==> src/rtl/op_decode_stage.sv <==
// op_decode_stage
//   Registered instruction-decode stage for a TIS node core. Splits the
//   instruction word {op[3:0], src[2:0], const[DATA_W-1:0], dst[2:0]} into
//   control fields and resolves the source operand, stalling on blocking
//   neighbour-port reads (fixed port, ANY, LAST).
//
// Ports
//   clk, rst_n            clock, asynchronous active-low reset
//   in_instr/in_valid     instruction from fetch; in_ready = stage can accept
//   port_data/port_valid  neighbour words, port i at [i*DATA_W +: DATA_W]
//   port_ack              one-cycle pulse when a neighbour word is consumed
//   out_valid/out_ready   decoded bundle handshake towards execute
//   pc_instr              opcode passthrough
//   alu_instr             0 none, 1 ADD, 2 SUB, 3 NEG
//   registers_instr       0 none, 1 WRITE, 2 SWP, 3 SAV
//   in_mux_sel            0 CONST, 1 ACC, 2 DIR
//   out_mux_sel           0 ALU, 1 IN
//   operand               resolved source value (signed, DATA_W bits)
//   dst                   destination target passthrough
//
// Opcodes: NOP=0 MOV=1 SWP=2 SAV=3 ADD=4 SUB=5 NEG=6 JMP=7 JEZ=8 JNZ=9
//          JGZ=10 JLZ=11 JRO=12
// Sources: NIL=0 ACC=1 port i=2+i ANY=6 LAST=7

module op_decode_stage #(
    parameter int DATA_W    = 11,
    parameter int NUM_PORTS = 4
) (
    input  logic                          clk,
    input  logic                          rst_n,
    input  logic [DATA_W+9:0]             in_instr,
    input  logic                          in_valid,
    output logic                          in_ready,
    input  logic [NUM_PORTS*DATA_W-1:0]   port_data,
    input  logic [NUM_PORTS-1:0]          port_valid,
    output logic [NUM_PORTS-1:0]          port_ack,
    output logic                          out_valid,
    input  logic                          out_ready,
    output logic [3:0]                    pc_instr,
    output logic [1:0]                    alu_instr,
    output logic [1:0]                    registers_instr,
    output logic [1:0]                    in_mux_sel,
    output logic                          out_mux_sel,
    output logic signed [DATA_W-1:0]      operand,
    output logic [2:0]                    dst
);

    localparam int IW = DATA_W + 10;

    localparam logic [3:0] OP_MOV = 4'd1;
    localparam logic [3:0] OP_SWP = 4'd2;
    localparam logic [3:0] OP_SAV = 4'd3;
    localparam logic [3:0] OP_ADD = 4'd4;
    localparam logic [3:0] OP_SUB = 4'd5;
    localparam logic [3:0] OP_NEG = 4'd6;

    localparam logic [2:0] SRC_NIL  = 3'd0;
    localparam logic [2:0] SRC_ACC  = 3'd1;
    localparam logic [2:0] SRC_P0   = 3'd2;
    localparam logic [2:0] SRC_ANY  = 3'd6;
    localparam logic [2:0] SRC_LAST = 3'd7;
    localparam logic [2:0] PORT_END = 3'(2 + NUM_PORTS);

    localparam logic [1:0] IN_CONST = 2'd0;
    localparam logic [1:0] IN_ACC   = 2'd1;
    localparam logic [1:0] IN_DIR   = 2'd2;

    typedef enum logic [1:0] {ST_EMPTY, ST_READ, ST_FULL} state_t;

    function automatic logic [1:0] dec_alu(input logic [3:0] op);
        case (op)
            OP_ADD:  dec_alu = 2'd1;
            OP_SUB:  dec_alu = 2'd2;
            OP_NEG:  dec_alu = 2'd3;
            default: dec_alu = 2'd0;
        endcase
    endfunction

    function automatic logic [1:0] dec_regs(input logic [3:0] op);
        case (op)
            OP_MOV, OP_ADD, OP_SUB, OP_NEG: dec_regs = 2'd1;
            OP_SWP:  dec_regs = 2'd2;
            OP_SAV:  dec_regs = 2'd3;
            default: dec_regs = 2'd0;
        endcase
    endfunction

    // Field split
    logic [3:0]               f_op;
    logic [2:0]               f_src;
    logic signed [DATA_W-1:0] f_const;
    logic [2:0]               f_dst;

    assign f_op    = in_instr[IW-1 -: 4];
    assign f_src   = in_instr[IW-5 -: 3];
    assign f_const = in_instr[DATA_W+2:3];
    assign f_dst   = in_instr[2:0];

    // State
    state_t                   state_q, state_d;
    logic [2:0]               src_q, src_d;
    logic [1:0]               last_port_q, last_port_d;
    logic [3:0]               pc_q, pc_d;
    logic [1:0]               alu_q, alu_d;
    logic [1:0]               regs_q, regs_d;
    logic [1:0]               in_mux_q, in_mux_d;
    logic                     out_mux_q, out_mux_d;
    logic signed [DATA_W-1:0] operand_q, operand_d;
    logic [2:0]               dst_q, dst_d;

    // Ports padded to four so every port index is in range whatever NUM_PORTS is;
    // the padding reads as never-valid.
    logic [3:0]          pvalid_ext;
    logic [4*DATA_W-1:0] pdata_ext;
    logic [3:0]          ack_ext;

    always_comb begin
        pvalid_ext = '0;
        pdata_ext  = '0;
        pvalid_ext[NUM_PORTS-1:0]        = port_valid;
        pdata_ext[NUM_PORTS*DATA_W-1:0]  = port_data;
    end

    // Port selection for the pending read
    logic [1:0]        rd_idx;
    logic              rd_hit;
    logic              rd_fire;
    logic [DATA_W-1:0] rd_word;

    always_comb begin
        rd_idx = 2'd0;
        rd_hit = 1'b0;
        case (src_q)
            SRC_ANY: begin
                // Descending scan so the lowest valid index wins.
                for (int i = 3; i >= 0; i--) begin
                    if (pvalid_ext[i]) begin
                        rd_idx = 2'(i);
                        rd_hit = 1'b1;
                    end
                end
            end
            SRC_LAST: begin
                rd_idx = last_port_q;
                rd_hit = pvalid_ext[last_port_q];
            end
            default: begin
                rd_idx = src_q[1:0] - 2'd2;
                rd_hit = pvalid_ext[rd_idx];
            end
        endcase
    end

    assign rd_fire  = (state_q == ST_READ) && rd_hit;
    assign rd_word  = pdata_ext[rd_idx*DATA_W +: DATA_W];
    assign ack_ext  = rd_fire ? (4'b0001 << rd_idx) : 4'b0000;
    assign port_ack = ack_ext[NUM_PORTS-1:0];

    assign in_ready = (state_q == ST_EMPTY) || ((state_q == ST_FULL) && out_ready);

    logic accept;
    logic src_is_port;
    logic src_is_nil;

    assign accept      = in_valid && in_ready;
    assign src_is_port = ((f_src >= SRC_P0) && (f_src < PORT_END)) ||
                         (f_src == SRC_ANY) || (f_src == SRC_LAST);
    // Out-of-range port codes collapse onto NIL.
    assign src_is_nil  = !src_is_port && (f_src != SRC_ACC);

    always_comb begin
        state_d     = state_q;
        src_d       = src_q;
        last_port_d = last_port_q;
        pc_d        = pc_q;
        alu_d       = alu_q;
        regs_d      = regs_q;
        in_mux_d    = in_mux_q;
        out_mux_d   = out_mux_q;
        operand_d   = operand_q;
        dst_d       = dst_q;

        case (state_q)
            ST_READ: begin
                if (rd_fire) begin
                    operand_d   = rd_word;
                    last_port_d = rd_idx;
                    state_d     = ST_FULL;
                end
            end
            ST_FULL: begin
                if (out_ready && !in_valid) state_d = ST_EMPTY;
            end
            default: ;
        endcase

        // Accept overrides the FULL drain so back-to-back bundles have no bubble.
        if (accept) begin
            pc_d      = f_op;
            alu_d     = dec_alu(f_op);
            regs_d    = dec_regs(f_op);
            out_mux_d = (f_op == OP_MOV);
            dst_d     = f_dst;
            src_d     = src_is_port ? f_src : SRC_NIL;
            if (src_is_port) begin
                in_mux_d  = IN_DIR;
                operand_d = '0;
                state_d   = ST_READ;
            end else if (src_is_nil) begin
                in_mux_d  = IN_CONST;
                operand_d = f_const;
                state_d   = ST_FULL;
            end else begin
                in_mux_d  = IN_ACC;
                operand_d = '0;
                state_d   = ST_FULL;
            end
        end
    end

    always_ff @(posedge clk or negedge rst_n) begin
        if (!rst_n) begin
            state_q     <= ST_EMPTY;
            src_q       <= SRC_NIL;
            last_port_q <= 2'd0;
            pc_q        <= '0;
            alu_q       <= '0;
            regs_q      <= '0;
            in_mux_q    <= '0;
            out_mux_q   <= 1'b0;
            operand_q   <= '0;
            dst_q       <= '0;
        end else begin
            state_q     <= state_d;
            src_q       <= src_d;
            last_port_q <= last_port_d;
            pc_q        <= pc_d;
            alu_q       <= alu_d;
            regs_q      <= regs_d;
            in_mux_q    <= in_mux_d;
            out_mux_q   <= out_mux_d;
            operand_q   <= operand_d;
            dst_q       <= dst_d;
        end
    end

    assign out_valid       = (state_q == ST_FULL);
    assign pc_instr        = pc_q;
    assign alu_instr       = alu_q;
    assign registers_instr = regs_q;
    assign in_mux_sel      = in_mux_q;
    assign out_mux_sel     = out_mux_q;
    assign operand         = operand_q;
    assign dst             = dst_q;

endmodule
==> config.mk <==
export PLATFORM = sky130hd
export DESIGN_NAME = op_decode_stage
export DESIGN_NICKNAME = d
export VERILOG_FILES = /design/src/rtl/op_decode_stage.sv
export SDC_FILE = /design/constraint.sdc
export NUM_CORES = 1
export LEC_CHECK = 0
export ABC_AREA = 1
export BUFFER_PORTS_ARGS = -buffer_cell sky130_fd_sc_hd__buf_2
export CAP_MARGIN = 20
export CORE_MARGIN = 2
export CORE_UTILIZATION = 35
export DETAILED_ROUTE_END_ITERATION = 8
export GPL_TIMING_DRIVEN = 0
export REMOVE_ABC_BUFFERS = 1
export SLEW_MARGIN = 0
export SYNTH_ARGS = -nofsm -noshare
export SYNTH_HDL_FRONTEND = slang
export SYNTH_SLANG_ARGS = --single-unit
==> constraint.sdc <==
create_clock -name clk -period 3.2 [get_ports clk]
set_input_delay 0.32 -clock clk [delete_from_list [all_inputs] [get_ports clk]]
set_output_delay 0.32 -clock clk [all_outputs]
set_load 0.02 [all_outputs]
==> results.ini, run 1 <==
[run_status]
status = finished clean

[global_routing]
grt_overflow = 0
antenna_found_initial = 0
grt_use_total = 0.182
grt_max_degree = 46
grt_pass1_vias = 2401
grt_pass1_wl_um = 10700

[clock_tree]
root_buffer = clkbuf_8
clkLatencyLatePin_ps = 280
cts_setup_buffers = 0
cts_made_buffers = 5
clockBufferDepth = 2
clkTransAtPathRegs_ps = 70
cts_hold_buffers = 0
cts_tree = done
cts_resized = 0
htreeDepth = 2
cts_sinks = 32

[drt]
vias = 2449
first_pass_iters = 4
wire_per_inst_um = 12.1
drt_wl_total_um = 6330
drtAntennaViolNets = 0
drcViolationCount = 0
drt_iter0_markers = 62
via_per_inst = 4.69

[pwr]
p_leak_uw = 0.00178
combPwrFrac = 0.582
seqPwrFrac = 0.262
power.internal_uw = 1410
powerDensity_mw_per_mm2 = 956
switching_share = 0.492
peakVddDrop_mv = 0.417
p_sw_uw = 1360
clkPwrFrac = 0.156
finalPower_uw = 2770

[worst_setup_path]
crit_arrival_ps = 2470
cp-start-kind = flop
reg2reg_from = src_q[0]$_DFFE_PN0N_
critPathRequiredTime_ps = 2880
end_kind = output port
critPathMaxFanout = 29
critPathKind = flop to output port
cp-startpoint = src_q[0]$_DFFE_PN0N_

[synthesis]
synth_common_cells = 95 x nand2_1, 77 x nand3_1, 62 x inv_1
ys_ff_latch = 32
synth-async-reset-ratio = 1.00
ys_top_cells_by_area = dfrtp_1 36%, nand3_1 17%, nand2_1 16%
yosys_warnings = 0
syn_inst = 352
synth_most_common_cell = nand2_1
synth_edf_count = 0
avgSynthCellArea_um2 = 6.38
synth-seq-area-share = 0.357
yosys_most_used_dff = dfrtp_1
synth_top_area_cell = dfrtp_1
synth_area_mm2 = 0.00225
synthDistinctLibCells = 21
yosysTopAreaCellShare = 0.357

[final_layout]
area_delta_synth_final_pct = 28.9
drive_gt1_frac = 0.279
fillerInstances = 678
nNetsFinal = 517
final_design_area_no_fill_mm2 = 0.00289
antenna_cells = 0

[timing]
slew_violations = 0
final.setup.worst_slack_ps = 410
min_period_over_period = 0.872
rsz0062_at_grt = no
fmax_ghz = 0.358
finalHoldViolCount = 0
setup_tns_ps = 0
setup_viol_count_final = 0
maxSlewHeadroom = 0.296
timing.final.crit_period_ps = 2790
skew_ps = 5.70
worst_pin_slew_ps = 1050

[floorplan]
rows = 29
dieArea_mm2 = 0.00707
dieWidth_um = 84.1
coreArea_mm2 = 0.00628
die_y_um = 84.1
pin_count = 104
initial_core_util = 0.358

[placement]
portBuffers = 103
place_ws_ps = 717
gp_congestion = 0.765
hpwl_um = 4450
dpl_cell_area_mm2 = 0.00277

[run]
maxCapViolCount = 0

[hold_path]
hold_class = primary input to asynchronous set/reset pin

## final cells by class
| class | count | area, um2 | share of cell area |
|---|---|---|---|
| multi-input combinational | 235 | 1090 | 0.376 |
| sequential | 32 | 801 | 0.277 |
| timing repair buffer | 104 | 536 | 0.185 |
| inverter | 66 | 248 | 0.0856 |
| clock buffer | 7 | 96.3 | 0.0333 |
| tap | 77 | 96.3 | 0.0333 |
| clock inverter | 1 | 30.0 | 0.0104 |
## worst paths after layout
check,endpoint,slack [ps],depth (start not counted)
hold reg to reg,pc_instr[3]$_DFFE_PN0N_,480,2
min in group clk,dst[2]$_DFFE_PN0N_,230,3
hold / removal,pc_instr[3]$_DFFE_PN0N_,110,1
setup / recovery,port_ack[3],410,10
setup reg to reg,state_q[1]$_DFFE_PN0P_,1050,8
max in group asynchronous,operand[9]$_DFFE_PN0P_,2600,1
## logic make-up after synthesis
| group | after synthesis | synth area share |
|---|---|---|
| simple gates | 194 | 0.387 |
| flops | 32 | 0.357 |
| compound gates | 41 | 0.0964 |
| buf+inv | 85 | 0.160 |
## critical path, stage by stage (launching register included)
cell and delay [ps]:
dfrtp_1 440, inv_2 130, nand3_2 90, nand2_2 100
inv_2 40, a21oi_1 130, nand2_1 620, inv_1 230
nand2_1 110, nor2_1 120, buf_2 170
## sequential cells by signal, summed over array words and instances, names as in the netlist, 2 cells and up
| name | flops |
|---|---|
| dst | 3 |
| pc_instr | 4 |
| last_port_q | 2 |
| alu_instr | 2 |
| state_q | 2 |
| registers_instr | 2 |
| in_mux_sel | 2 |
| src_q | 3 |
| operand | 11 |
## power groups by stage
stage,sequential (uW),clock [uW],combinational [uW]
finish,725,431,1610
global placement,724,0,1610
global route,749,466,1830
CTS,724,448,1640
floorplan,890,0,955
detailed placement,723,0,1640
## per-layer routing
layer | up-vias | share of wire | track usage
met5 | - | 0 | 0
met4 | 0 | 0.0024 | 0.0308
met3 | 2 | 0.066 | 0.0406
met2 | 71 | 0.47 | 0.310
met1 | 1086 | 0.46 | 0.241
li1 | 1290 | - | -
## metrics by stage
step	util	hold slack, ps	cells
2_1_floorplan	-	24.4	333
3_3_place_gp	0.437	436	513
3_5_place_dp	0.441	449	514
4_1_cts	0.461	139	522
5_1_grt	0.461	160	522
6_report	0.461	110	522
## cells in the final DEF (no fill, tap or decap), types with 2 or more instances in the layout
cell,count
a21oi_1,24
buf_2,103
clkbuf_8,7
dfrtp_1,32
inv_1,62
inv_2,4
nand2_1,94
nand2_2,3
nand2_4,2
nand3_1,77
nand4_1,2
nor2_1,13
nor3_2,2
o21ai_0,13
Power figures use the tool's default switching activity.
==> inputs of run 2 (changes only) <==
--- a/config.mk
+++ b/config.mk
@@ -12,7 +12,6 @@
 export CORE_UTILIZATION = 35
 export DETAILED_ROUTE_END_ITERATION = 8
 export GPL_TIMING_DRIVEN = 0
-export REMOVE_ABC_BUFFERS = 1
 export SLEW_MARGIN = 0
 export SYNTH_ARGS = -nofsm -noshare
 export SYNTH_HDL_FRONTEND = slang
==> results.ini, run 2 (synthesis gave the netlist of run 1 again) <==
[run_status]
status = finished clean

[worst_setup_path]
reg2reg_depth = 11  ; +3
cp-startpoint = src_q[0]$_DFFE_PN0N_
regToRegSetupSlack_ps = 1510  ; +460 ps
cp-start-kind = flop
critPathRequiredTime_ps = 2880  ; about the same
cpPeakStageDelay_ps = 430  ; -190 ps
end_kind = output port
crit_arrival_ps = 1950  ; -520 ps
reg2reg_to = operand[5]$_DFFE_PN0P_
slowest_stage = dfrtp_1
critPathMaxFanout = 10  ; -66%
reg2reg_from = src_q[0]$_DFFE_PN0N_
path_cells = inv_2, nand3_2, inv_2, nand4_1, nand3_1, buf_2, nand2_1, nor2_1, buf_2
critPathKind = flop to output port

[placement]
place_ws_ps = 1210  ; +489 ps
hpwl_um = 5300  ; +19%
gp_congestion = 0.875  ; +14%
portBuffers = 103  ; unchanged

[pwr]
peakVddDrop_mv = 0.445  ; +6.7%
powerDensity_mw_per_mm2 = 953  ; -0.36%
p_leak_uw = 0.00182  ; +2.2%
finalPower_uw = 2820  ; +1.7%

[clock_tree]
htreeDepth = 2  ; unchanged
cts_setup_buffers = 0  ; unchanged
cts_tree = done
cts_made_buffers = 5  ; unchanged
root_buffer = clkbuf_8
cts_resized = 0  ; unchanged
clockBufferDepth = 2  ; unchanged
cts_hold_buffers = 0  ; unchanged
clkTransAtPathRegs_ps = 60  ; about the same
clkLatencyLatePin_ps = 280  ; about the same
cts_sinks = 32  ; unchanged

[timing]
skew_ps = 5.09  ; -0.612 ps
setup_viol_count_final = 0  ; unchanged
setup_tns_ps = 0  ; unchanged
timing.final.crit_period_ps = 2270  ; -519 ps
finalHoldViolCount = 0  ; unchanged
fmax_ghz = 0.440  ; +23%
worst_pin_slew_ps = 732  ; -322 ps
final.setup.worst_slack_ps = 929  ; +519 ps
rsz0062_at_grt = no
min_period_over_period = 0.710  ; -0.162
maxSlewHeadroom = 0.512  ; +0.217
slew_violations = 0  ; unchanged

[drt]
via_per_inst = 4.67  ; -0.39%
drt_wl_total_um = 6750  ; +6.6%
first_pass_iters = 4  ; unchanged
wire_per_inst_um = 12.5  ; +3.2%
drcViolationCount = 0  ; unchanged
drtAntennaViolNets = 0  ; unchanged
drt_iter0_markers = 81  ; +31%
vias = 2519  ; +2.9%

[hold_path]
hold_class = primary input to asynchronous set/reset pin

[final_layout]
final_common_cell = buf_2
largest_register_ff_count = 11  ; unchanged
nNetsFinal = 535  ; +3.5%
antenna_cells = 0  ; unchanged
postLayoutCoreUtil = 0.471  ; +0.00957
drive_gt1_frac = 0.292  ; +0.0136
area_delta_synth_final_pct = 31.5
final_cell_mix = 112 x buf_2, 95 x nand2_1, 77 x nand3_1

[global_routing]
grt_use_total = 0.194  ; +0.0120
grt_overflow = 0  ; unchanged
grt_max_degree = 33  ; -28%
antenna_found_initial = 0  ; unchanged
grt_pass1_vias = 2448  ; +2.0%
grt_pass1_wl_um = 11200  ; +5.2%

[floorplan]
dieArea_mm2 = 0.00707  ; unchanged
rows = 29  ; unchanged
initial_core_util = 0.358  ; unchanged
dieWidth_um = 84.1  ; unchanged
pin_count = 104  ; unchanged
coreArea_mm2 = 0.00628  ; unchanged
die_y_um = 84.1  ; unchanged

[run]
maxCapViolCount = 0  ; unchanged

[synthesis]
synth_nets = 425

## run 2: cell types whose count changed in the layout (fill, tap and decap cells not counted)
cell       delta
bufinv_16     -1
buf_4         +2
buf_2         +9
buf_6         +3
clkbuf_1      +5
nand2_2       -1
nand2_1       +1
buf_12        -1
## run 2: per-stage QoR
step / cell area, um2 / hold WS [ps] / instances
2_1_floorplan: 2250 / 24.4 / 352
3_3_place_gp: 2860 / 421 / 532
3_5_place_dp: 2860 / 426 / 532
4_1_cts: 2950 / 119 / 539
5_1_grt: 2950 / 141 / 539
6_report: 2950 / 97.9 / 539
## run 2: layout make-up
cell class	count	area [um2]
clock buffer	7	96.3
tap	77	96.3
sequential	32	801
fill	684	3320
multi-input combinational	235	1080
timing repair buffer	103	515
buffer	19	113
inverter	66	248
## run 2: power breakdown
group | total (uW) | switching (uW) | internal [uW] | leakage (uW)
Sequential | 724 | 126 | 598 | 0.000398
Combinational | 1750 | 1130 | 625 | 0.00137
Clock | 339 | 148 | 191 | 0.0000503
Total | 2820 | 1400 | 1410 | 0.00182
## run 2: metal layers
metal / routed length [um] / up-vias / track usage / share of wire
li1: - / 1323 / - / -
met1: 3140 / 1092 / 0.266 / 0.46
met2: 2920 / 95 / 0.302 / 0.43
met3: 615 / 9 / 0.0584 / 0.091
met4: 81 / 0 / 0.0469 / 0.012
met5: 0 / - / 0 / 0
## run 2: worst max-delay path, delay by kind of cell, from the launching register on
kind                   cells  cell delay (ps)
buffers and inverters      4              650
and+or+nand+nor            5              600
DFF                        1              430
## run 2: how the worst max path moves through the flow
stage	endpoint	slack, ps
after floorplan	port_ack[0]	1400
after global placement	port_ack[2]	1210
after detailed placement	port_ack[2]	1210
after CTS	port_ack[2]	890
after global routing	port_ack[2]	700
final	port_ack[3]	930
